**src/rtl/alu_issue_if.sv**
```systemverilog
// ALU issue bus: the registered EX-stage bundle that carries the ALU control
// code, operands, store data and write-back tags from the issue stage to the ALU.
// The bus has no back-pressure. A beat is a real instruction when ex_valid=1.
// When ex_valid=0 the beat is a bubble, and RegWrite_ex and illegal_ex are 0.
// The master drives every field. The slave only observes.
interface alu_issue_if #(
  parameter int XLEN = 32,
  parameter int REGW = 5
);
  logic            ex_valid;
  logic [3:0]      ALU_Cntrl;
  logic [XLEN-1:0] In1;
  logic [XLEN-1:0] In2;
  logic [XLEN-1:0] rs2_fwd;
  logic [REGW-1:0] rd_ex;
  logic            RegWrite_ex;
  logic            illegal_ex;

  modport master (
    output ex_valid, ALU_Cntrl, In1, In2, rs2_fwd, rd_ex, RegWrite_ex, illegal_ex
  );

  modport slave (
    input ex_valid, ALU_Cntrl, In1, In2, rs2_fwd, rd_ex, RegWrite_ex, illegal_ex
  );
endinterface

```
**src/rtl/alu_issue_stage.sv**
```systemverilog
// ID/EX issue stage: decodes ALUOp/funct3/funct7[5] into ALU_Cntrl and resolves
// operands with EX/MEM > MEM/WB > register-file forwarding. It registers the
// result into EX. Flush beats stall, and stall beats capture.
// Optional build macro ALU_SLT_EN adds the SLT code (4'b0111) for funct3=010.
module alu_issue_stage #(
  parameter int XLEN = 32,
  parameter int REGW = 5
) (
  input  logic             clk,
  input  logic             rst_n,
  input  logic             id_valid,
  input  logic             stall,
  input  logic             flush,
  input  logic [1:0]       ALUOp,
  input  logic [2:0]       funct3,
  input  logic             funct7_5,
  input  logic             ALUSrc,
  input  logic             RegWrite_id,
  input  logic [REGW-1:0]  rs1,
  input  logic [REGW-1:0]  rs2,
  input  logic [REGW-1:0]  rd_id,
  input  logic [XLEN-1:0]  rs1_data,
  input  logic [XLEN-1:0]  rs2_data,
  input  logic [XLEN-1:0]  imm,
  input  logic             exmem_RegWrite,
  input  logic             memwb_RegWrite,
  input  logic [REGW-1:0]  exmem_rd,
  input  logic [REGW-1:0]  memwb_rd,
  input  logic [XLEN-1:0]  exmem_result,
  input  logic [XLEN-1:0]  memwb_result,
  alu_issue_if.master      ex
);

  localparam logic [3:0] CTRL_AND = 4'b0000;
  localparam logic [3:0] CTRL_OR  = 4'b0001;
  localparam logic [3:0] CTRL_ADD = 4'b0010;
  localparam logic [3:0] CTRL_SUB = 4'b0110;
`ifdef ALU_SLT_EN
  localparam logic [3:0] CTRL_SLT = 4'b0111;
`endif

  logic [3:0]      dec_ctrl;
  logic            dec_illegal;
  logic [XLEN-1:0] fwd_rs1;
  logic [XLEN-1:0] fwd_rs2;
  logic [XLEN-1:0] op2;

  logic            ex_valid_q;
  logic [3:0]      ctrl_q;
  logic [XLEN-1:0] in1_q;
  logic [XLEN-1:0] in2_q;
  logic [XLEN-1:0] rs2_fwd_q;
  logic [REGW-1:0] rd_q;
  logic            regwrite_q;
  logic            illegal_q;

  // Decode ALUOp/funct into the ALU control code. Illegal encodings fall back to ADD.
  always_comb begin
    dec_ctrl    = CTRL_ADD;
    dec_illegal = 1'b0;
    case (ALUOp)
      2'b00: dec_ctrl = CTRL_ADD;
      2'b01: dec_ctrl = CTRL_SUB;
      default: begin
        // ALUOp 10 (R-type) and 11 (I-type). Only R-type uses funct7[5] to select SUB.
        case (funct3)
          3'b000: dec_ctrl = (ALUOp == 2'b10 && funct7_5) ? CTRL_SUB : CTRL_ADD;
          3'b111: dec_ctrl = CTRL_AND;
          3'b110: dec_ctrl = CTRL_OR;
`ifdef ALU_SLT_EN
          3'b010: begin
            if (ALUOp == 2'b11 || !funct7_5) begin
              dec_ctrl = CTRL_SLT;
            end else begin
              dec_illegal = 1'b1;
            end
          end
`endif
          default: dec_illegal = 1'b1;
        endcase
      end
    endcase
  end

  // Operand forwarding. The youngest producer (EX/MEM) wins. x0 always reads the register file.
  always_comb begin
    fwd_rs1 = rs1_data;
    if (exmem_RegWrite && (exmem_rd == rs1) && (rs1 != '0)) begin
      fwd_rs1 = exmem_result;
    end else if (memwb_RegWrite && (memwb_rd == rs1) && (rs1 != '0)) begin
      fwd_rs1 = memwb_result;
    end

    fwd_rs2 = rs2_data;
    if (exmem_RegWrite && (exmem_rd == rs2) && (rs2 != '0)) begin
      fwd_rs2 = exmem_result;
    end else if (memwb_RegWrite && (memwb_rd == rs2) && (rs2 != '0)) begin
      fwd_rs2 = memwb_result;
    end

    op2 = ALUSrc ? imm : fwd_rs2;
  end

  // EX register: a flush or an empty ID slot inserts a bubble, and a stall holds every field.
  always_ff @(posedge clk or negedge rst_n) begin
    if (!rst_n) begin
      ex_valid_q <= 1'b0;
      ctrl_q     <= CTRL_ADD;
      in1_q      <= '0;
      in2_q      <= '0;
      rs2_fwd_q  <= '0;
      rd_q       <= '0;
      regwrite_q <= 1'b0;
      illegal_q  <= 1'b0;
    end else if (flush || (!stall && !id_valid)) begin
      ex_valid_q <= 1'b0;
      ctrl_q     <= CTRL_ADD;
      in1_q      <= '0;
      in2_q      <= '0;
      rs2_fwd_q  <= '0;
      rd_q       <= '0;
      regwrite_q <= 1'b0;
      illegal_q  <= 1'b0;
    end else if (!stall) begin
      ex_valid_q <= 1'b1;
      ctrl_q     <= dec_ctrl;
      in1_q      <= fwd_rs1;
      in2_q      <= op2;
      rs2_fwd_q  <= fwd_rs2;
      rd_q       <= rd_id;
      regwrite_q <= RegWrite_id && !dec_illegal;
      illegal_q  <= dec_illegal;
    end
  end

  assign ex.ex_valid    = ex_valid_q;
  assign ex.ALU_Cntrl   = ctrl_q;
  assign ex.In1         = in1_q;
  assign ex.In2         = in2_q;
  assign ex.rs2_fwd     = rs2_fwd_q;
  assign ex.rd_ex       = rd_q;
  assign ex.RegWrite_ex = regwrite_q;
  assign ex.illegal_ex  = illegal_q;

endmodule

```
**src/flat_wrapper.sv**
```systemverilog
// flat-port wrapper written by rule: the top's interface ports become plain ports
module alu_issue_stage_flat 
#(
  parameter int XLEN = 32,
  parameter int REGW = 5
)
  (clk, rst_n, id_valid, stall, flush, ALUOp, funct3, funct7_5, ALUSrc, RegWrite_id, rs1, rs2, rd_id, rs1_data, rs2_data, imm, exmem_RegWrite, memwb_RegWrite, exmem_rd, memwb_rd, exmem_result, memwb_result, ex_ex_valid, ex_ALU_Cntrl, ex_In1, ex_In2, ex_rs2_fwd, ex_rd_ex, ex_RegWrite_ex, ex_illegal_ex);
  alu_issue_if #(.XLEN(XLEN), .REGW(REGW)) ex_i ();
  input  logic clk;
  input  logic rst_n;
  input  logic id_valid;
  input  logic stall;
  input  logic flush;
  input  logic [1:0] ALUOp;
  input  logic [2:0] funct3;
  input  logic funct7_5;
  input  logic ALUSrc;
  input  logic RegWrite_id;
  input  logic [REGW-1:0] rs1;
  input  logic [REGW-1:0] rs2;
  input  logic [REGW-1:0] rd_id;
  input  logic [XLEN-1:0] rs1_data;
  input  logic [XLEN-1:0] rs2_data;
  input  logic [XLEN-1:0] imm;
  input  logic exmem_RegWrite;
  input  logic memwb_RegWrite;
  input  logic [REGW-1:0] exmem_rd;
  input  logic [REGW-1:0] memwb_rd;
  input  logic [XLEN-1:0] exmem_result;
  input  logic [XLEN-1:0] memwb_result;
  output wire logic [$bits(ex_i.ex_valid)-1:0] ex_ex_valid;
  output wire logic [$bits(ex_i.ALU_Cntrl)-1:0] ex_ALU_Cntrl;
  output wire logic [$bits(ex_i.In1)-1:0] ex_In1;
  output wire logic [$bits(ex_i.In2)-1:0] ex_In2;
  output wire logic [$bits(ex_i.rs2_fwd)-1:0] ex_rs2_fwd;
  output wire logic [$bits(ex_i.rd_ex)-1:0] ex_rd_ex;
  output wire logic [$bits(ex_i.RegWrite_ex)-1:0] ex_RegWrite_ex;
  output wire logic [$bits(ex_i.illegal_ex)-1:0] ex_illegal_ex;
  assign ex_ex_valid = ex_i.ex_valid;
  assign ex_ALU_Cntrl = ex_i.ALU_Cntrl;
  assign ex_In1 = ex_i.In1;
  assign ex_In2 = ex_i.In2;
  assign ex_rs2_fwd = ex_i.rs2_fwd;
  assign ex_rd_ex = ex_i.rd_ex;
  assign ex_RegWrite_ex = ex_i.RegWrite_ex;
  assign ex_illegal_ex = ex_i.illegal_ex;
  alu_issue_stage #(.XLEN(XLEN), .REGW(REGW)) u_core (.clk(clk), .rst_n(rst_n), .id_valid(id_valid), .stall(stall), .flush(flush), .ALUOp(ALUOp), .funct3(funct3), .funct7_5(funct7_5), .ALUSrc(ALUSrc), .RegWrite_id(RegWrite_id), .rs1(rs1), .rs2(rs2), .rd_id(rd_id), .rs1_data(rs1_data), .rs2_data(rs2_data), .imm(imm), .exmem_RegWrite(exmem_RegWrite), .memwb_RegWrite(memwb_RegWrite), .exmem_rd(exmem_rd), .memwb_rd(memwb_rd), .exmem_result(exmem_result), .memwb_result(memwb_result), .ex(ex_i));
endmodule
```
**config.mk**
```make
export PLATFORM = sky130hd
export DESIGN_NAME = alu_issue_stage_flat
export DESIGN_NICKNAME = d
export VERILOG_FILES = /design/src/rtl/alu_issue_if.sv /design/src/rtl/alu_issue_stage.sv /design/src/flat_wrapper.sv
export SDC_FILE = /design/constraint.sdc
export NUM_CORES = 1
export LEC_CHECK = 0
export ABC_AREA = 0
export CAP_MARGIN = 20
export CORE_ASPECT_RATIO = 1.25
export CORE_MARGIN = 5
export CORE_UTILIZATION = 33
export CTS_BUF_LIST = sky130_fd_sc_hd__clkbuf_16
export CTS_CLUSTER_DIAMETER = 40
export DETAILED_ROUTE_END_ITERATION = 6
export MAX_ROUTING_LAYER = met4
export PLACE_DENSITY = 0.7
export SETUP_SLACK_MARGIN = 0.4
export SLEW_MARGIN = 30
export SYNTH_ARGS = -nofsm -noshare
export SYNTH_HDL_FRONTEND = slang
export SYNTH_SLANG_ARGS = --single-unit
```
**constraint.sdc**
```tcl
create_clock -name clk -period 1.75 [get_ports clk]
set_input_delay 0.35 -clock clk [delete_from_list [all_inputs] [get_ports clk]]
set_output_delay 0.35 -clock clk [all_outputs]
set_load 0.02 [all_outputs]
```
==> metrics, run 1 <==
Starting DRT DRC Count 394; Starting Density 33.24%; Max Transition Viols Final 0; area leader, netlist dfrtp_1; final WL 28030 µm; Mapped Nets 814; ANT nets after route 0; die area 20900 µm²; vias per std cell 5.474; Final Wtd Congestion 0.8420; Critical Path Start memwb_rd[0]; Async SR Flop Fraction 100.0%; Max Fclk 587.8 MHz; IO Port Bufs 306; status completed; clk root buf clkbuf_16; Syn Std Cell Area 5969 µm²; HP Class primary input to flop; worst r2r path cells 2; Final period util 97.21%; post-synth cell types 39; Post-Syn Instances 614; H-Tree Depth 3; worst slack at placement -0.7479 ns; Post-synth top cells dfrtp_1 (106), nand2_1 (72), inv_1 (66), o31ai_1 (64), nor2_1 (36); share of layout cells above drive strength 1 33.71%; Remaining DRCs 0; Via Count 6574; max-capacitance violation count 0; EDFF count, synth 0; I/O Pins 308; sequential share of the synthesized area 44.88%; Pre-antenna DRT Iters 5; hold slack 0.2465 ns; total global routing track utilization 26.26%; worst hold start funct3[0]; P_leak 5.521 nW; Syn. warnings 0; largest net degree at the start of global routing 60; CP endpoint kind flop; Rows 55; Area Overhead vs Synth 89.90%; synth top area cells dfrtp_1 (44%), o31ai_1 (8.0%), a211oi_2 (6.3%), mux2i_1 (5.7%), o221ai_1 (4.7%); Clock Skew 0 ns; clk buf depth 2; total design power 6.365 mW; clock latency on the worst-skew pair 0.36 ns; Die Y 160.4 µm; minimum clock period 1.701 ns; Setup crit start kind primary input; critical path type primary input to flop; core area 17960 µm²; reg2reg setup slack 0.90 ns; Worst Path Required 2.00 ns; RSZ-0062 raised after global routing true; FF+latch count, synth 107; detailed placer's ending HPWL 18970 µm; # diodes 0; nets@finish 1168; most common cell in the netlist dfrtp_1; Final WS setup 0.04879 ns; DIE WIDTH 130.3 µm; ys flop type dfrtp_1; first-pass GRT wire length 40520 µm; routed length per instance 23.34 µm; Final setup viols 0; clock transition at the registers of the reported paths 0.08 ns; cts bufs inserted 9; CTS tree yes; Avg Cell Area, Syn 9.722 µm²; maximum VDD drop 0.4010 mV; top cell type's share of synthesized area 44.44%; antenna violations before repair 0; clk sinks 107; final hold violation count 0; WP data arrival 1.95 ns; total grt overflow 0; number of global-route vias before repair 6879; PD cells 561.5 nW/µm²; critical path peak fanout 6; Worst R2R Start u_core.ex.In2[0]; Hold Path Depth 2
-- report_power, final --
part | leakage [nW] | internal (mW) | switching, mW | total [mW]
logic | 3.93 | 0.932 | 0.864 | 1.80
clock network | 0.136 | 0.966 | 0.973 | 1.94
registers | 1.46 | 2.57 | 0.0572 | 2.63
-- cells in the final DEF (no fill, tap or decap), types with 13 or more instances in the layout --
cell	n
clkdlybuf4s50_1	171
nand2_1	69
buf_6	16
mux2i_4	13
a22oi_1	32
buf_2	78
dfrtp_1	106
nor2_1	29
a31oi_1	24
mux2i_1	15
o31ai_1	47
a211oi_4	21
clkbuf_16	14
dlymetal6s2s_1	43
inv_1	68
buf_4	34
o31ai_2	17
o221ai_2	27
buf_12	29
-- timing repair --
action                                 4_1_cts  5_1_grt
hold buffers                                 1        0
buffers inserted                            10        2
pin swaps                                   62       29
endpoints found under the hold margin       24        0
gates cloned                                10        6
gates resized for setup                    460      122
setup endpoints to repair                  209      146
-- final timing paths --
path,to
hold reg to reg,u_core.ex.In1[19]
max in group asynchronous,u_core.ex.rs2_fwd[4]
min in group asynchronous,u_core.ex.rd_ex[2]
hold / removal,u_core.ex.ALU_Cntrl[0]
setup reg to reg,u_core.ex.In2[0]
setup / recovery,u_core.ex.rs2_fwd[8]
-- through the flow --
stage / area, µm² / setup TNS, ns / cells / util (%)
after floorplan: 6093 / 0 / 614 / -
after global placement: 9828 / -59.47 / 1156 / 54.72
after detailed placement: 9828 / -62.34 / 1156 / 54.72
after CTS: 10640 / 0 / 1193 / 59.22
after global routing: 11340 / -0.003292 / 1201 / 63.11
final: 11340 / 0 / 1201 / 63.11
-- registers in the layout, indices dropped and copies added, names as in the netlist --
name and cells:
u_core.ex.rs2_fwd 32, u_core.ex.In1 32, u_core.ex.ALU_Cntrl 3, u_core.ex.In2 32, u_core.ex.ex_valid 1, u_core.ex.RegWrite_ex 1
u_core.ex.rd_ex 5, u_core.ex.illegal_ex 1
-- logic make-up (layout without fill, tap and decap cells) --
logic type | count (synthesis) | count (layout) | share of synthesized area (%)
AOI/OAI and AO/OA | 204 | 204 | 28.23
xor gates and xnor gates | 20 | 20 | 2.934
buffers and inverters | 120 | 479 | 8.992
DFF | 107 | 107 | 44.88
muxes | 34 | 34 | 5.701
other | 1 | 1 | 0.06282
and+or+nand+nor | 128 | 128 | 9.201
-- metal layers --
| metal | vias to the layer above | share of wire [%] | wire length (µm) | track usage, % |
|---|---|---|---|---|
| met1 | 3278 | 38 | 10780 | 31.66 |
| met5 | - | 0 | 0 | - |
| met2 | 290 | 52 | 14480 | 43.42 |
| met3 | 58 | 6.6 | 1844 | 4.624 |
| met4 | 0 | 3.3 | 926 | 10.21 |
| li1 | 2948 | - | - | - |
-- final cells by class --
cell class	instances	area [µm²]
clock buffers	9	225.2
fillers	1439	6625
inverters	66	247.7
clock inverters	7	45.04
repair buffers	397	4189
flip-flops and latches	107	2679
well taps	228	285.3
multi-input cells	387	3665
-- critical path: stages --
cell and delay [ns]:
buf_6 0.10, xor2_2 0.18, nor4_4 0.31, buf_4 0.17
and3_4 0.28, buf_12 0.13, buf_16 0.14, a211oi_4 0.07
o31ai_1 0.22
Power figures use the tool's default switching activity.
==> run 2, diff against run 1 <==
GPL_TIMING_DRIVEN = 1   (was not set)
REMOVE_ABC_BUFFERS = 1   (was not set)
==> run 2 against run 1 <==
Compared with the run above: the run now ends with setup timing left; cell area decreased by 3.6%; final cell count about the same; clock skew is the same; global-route usage is 0.054 points higher; utilization fell by 2.2 points; register-to-register slack about the same; clock-buffer cell count unchanged; critical endpoint is now u_core.ex.rs2_fwd[27].
==> metrics, run 2 (same netlist as run 1, synthesis figures left out) <==
status complete, but fails checks; failing checks setup timing; Tightest Pin Transition 0.6402 ns; Die Y 160.4 µm (unchanged); H-Tree Depth 3 (unchanged); Util after Layout 60.87% (-2.2 points); Rows 55 (unchanged); design area 10930 µm² (-3.6%); Area Overhead vs Synth 83.15%; total grt overflow 0 (unchanged); minimum clock period 1.756 ns (+0.05445 ns); critical path peak fanout 7 (+1); net switching power 1.908 mW (+0.76%); DIE WIDTH 130.3 µm (unchanged); clk sinks 107 (unchanged); WP data arrival 1.99 ns (+0.04 ns); Final setup viols 2 (+2); Max Fclk 569.6 MHz (-3.1%); clock transition at the registers of the reported paths 0.07 ns (about the same); Clock power frac 32.3% (+1.8 points); Remaining DRCs 0 (unchanged); Logic pwr share 27.1% (-1.1 points); vias per std cell 5.433 (-0.74%); GRT Max-Usage Layer met2; share of layout cells above drive strength 1 34.47% (+0.75 points); Via Count 6520 (-0.82%); IO Port Bufs 306 (unchanged); total design power 6.490 mW (+2.0%); detailed placer's ending HPWL 18180 µm (-4.2%); max-capacitance violation count 0 (unchanged); Setup crit start kind primary input; Starting DRT DRC Count 499 (+27%); Clock Skew 0 ns (unchanged); most frequent cells in the layout clkdlybuf4s50_1 (174), buf_2 (108), dfrtp_1 (106), nand2_1 (71), inv_1 (67); CP endpoint kind flop; critical path type primary input to flop; HP Class primary input to flop; clk buf depth 2 (unchanged); RSZ-0062 raised after global routing true; placed cell areas 9644 µm² (-1.9%); most frequent CP cell buf_6; final WL 27180 µm (-3.1%); final hold violation count 0 (unchanged); grt met2 use 44.44% (+1.0 points); cell family with most CP delay buffers and inverters; Sw Ratio 29.40% (-0.35 points); antenna violations before repair 0 (unchanged); Final Wtd Congestion 0.9338 (+11%); CP max-delay cell nor4_4; Fin Setup TNS -0.01002 ns (-0.01002 ns); largest net degree at the start of global routing 52 (-13%); total global routing track utilization 26.32% (+0.054 points); # diodes 0 (unchanged); clock latency on the worst-skew pair 0.35 ns (about the same); crit path cell chain buf_8 -> xor2_4 -> nor4_4 -> buf_4 -> buf_6 -> buf_6 -> buf_12 -> a31oi_4 -> a211oi_2 -> o31ai_1; nets@finish 1167 (-0.086%); PD cells 593.6 nW/µm² (+5.7%); Placed Cells 1145 (-0.95%); internal power 4.582 mW (+2.5%); maximum VDD drop 0.3913 mV (-2.4%); Max Transition Viols Final 0 (unchanged); cts bufs inserted 9 (unchanged); met3 usage 4.524% (-0.10 points); Reg power frac 40.5% (-0.8 points); Pre-antenna DRT Iters 5 (unchanged); Rel. slew slack 57.32%; first-pass GRT wire length 40790 µm (+0.65%); Worst Path Required 1.98 ns (-0.02 ns); Max stage delay on crit path 0.34 ns (+0.03 ns); routed length per instance 22.65 µm (-3.0%); CTS tree yes; Starting Density 33.24% (unchanged); commonest non-fill, non-tap cell in the layout clkdlybuf4s50_1; I/O Pins 308 (unchanged); Layout Cells excl Fill 1200 (-0.083%); number of global-route vias before repair 7010 (+1.9%); critical path buffer and inverter count 5 (+1); Final WS setup -0.005665 ns (-0.05445 ns); core area 17960 µm² (unchanged); clk root buf clkbuf_16; GR Layer Usage met1 31.33% (-0.33 points); P_leak 4.879 nW (-12%); die area 20900 µm² (unchanged); ANT nets after route 0 (unchanged); Final period util 100.3% (+3.1 points)
run 2: layer usage:
metal  vias to the layer above  wire [µm]
met5                         -          0
met4                         0        856
met2                       348      14060
met1                      3167      10050
met3                        57       2207
li1                       2948          -
run 2: power by group through the flow:
| stage | registers, mW | logic, mW | clock network (mW) |
|---|---|---|---|
| after floorplan | 2.81 | 0.379 | 0 |
| after CTS | 2.63 | 1.72 | 2.14 |
| final | 2.63 | 1.76 | 2.10 |
| after global routing | 2.64 | 1.86 | 2.24 |
| after detailed placement | 2.68 | 1.53 | 0 |
| after global placement | 2.68 | 1.52 | 0 |
run 2: area by class of cell:
cell class / count / area (µm²)
fill: 1474 / 7028
timing repair buffer: 396 / 3900
multi-input combinational: 387 / 3527
sequential: 107 / 2679
tap: 228 / 285.3
inverter: 66 / 247.7
clock buffer: 9 / 225.2
clock inverter: 7 / 68.82
run 2: worst reg2reg max path, stage by stage, from the launching register on:
cell	delay, ns
dfrtp_1	0.44
a22oi_1	0.20
o31ai_1	0.09
run 2: final timing paths:
check	from	to	slack (ns)	cells after the start
max in group asynchronous	rst_n	u_core.ex.ALU_Cntrl[1]	0.71	3
min in group asynchronous	rst_n	u_core.ex.In1[16]	0.47	2
min	flush	u_core.ex.ex_valid	0.35	3
max	memwb_rd[3]	u_core.ex.rs2_fwd[27]	-0.006	10
min reg2reg	u_core.ex.rs2_fwd[23]	u_core.ex.rs2_fwd[23]	0.47	2
max reg2reg	u_core.ex.In2[22]	u_core.ex.In2[22]	0.90	2
run 2: per-stage QoR:
stage | hold WS (ns) | setup slack, ns
global placement | 0.3057 | -0.5758
detailed placement | 0.3070 | -0.6357
floorplan | 0.05441 | -2.664
global route | 0.3677 | -0.04254
CTS | 0.4635 | 0.06091
finish | 0.3540 | -0.005665
run 2: what timing repair did:
item | 4_1_cts | 5_1_grt
hold buffers | 1 | 0
pin swaps | 89 | 31
gates cloned | 13 | 0
setup buffers | 21 | 4
resized for setup | 649 | 39
setup endpoints to repair | 208 | 118
hold endpoints to repair | 23 | 0
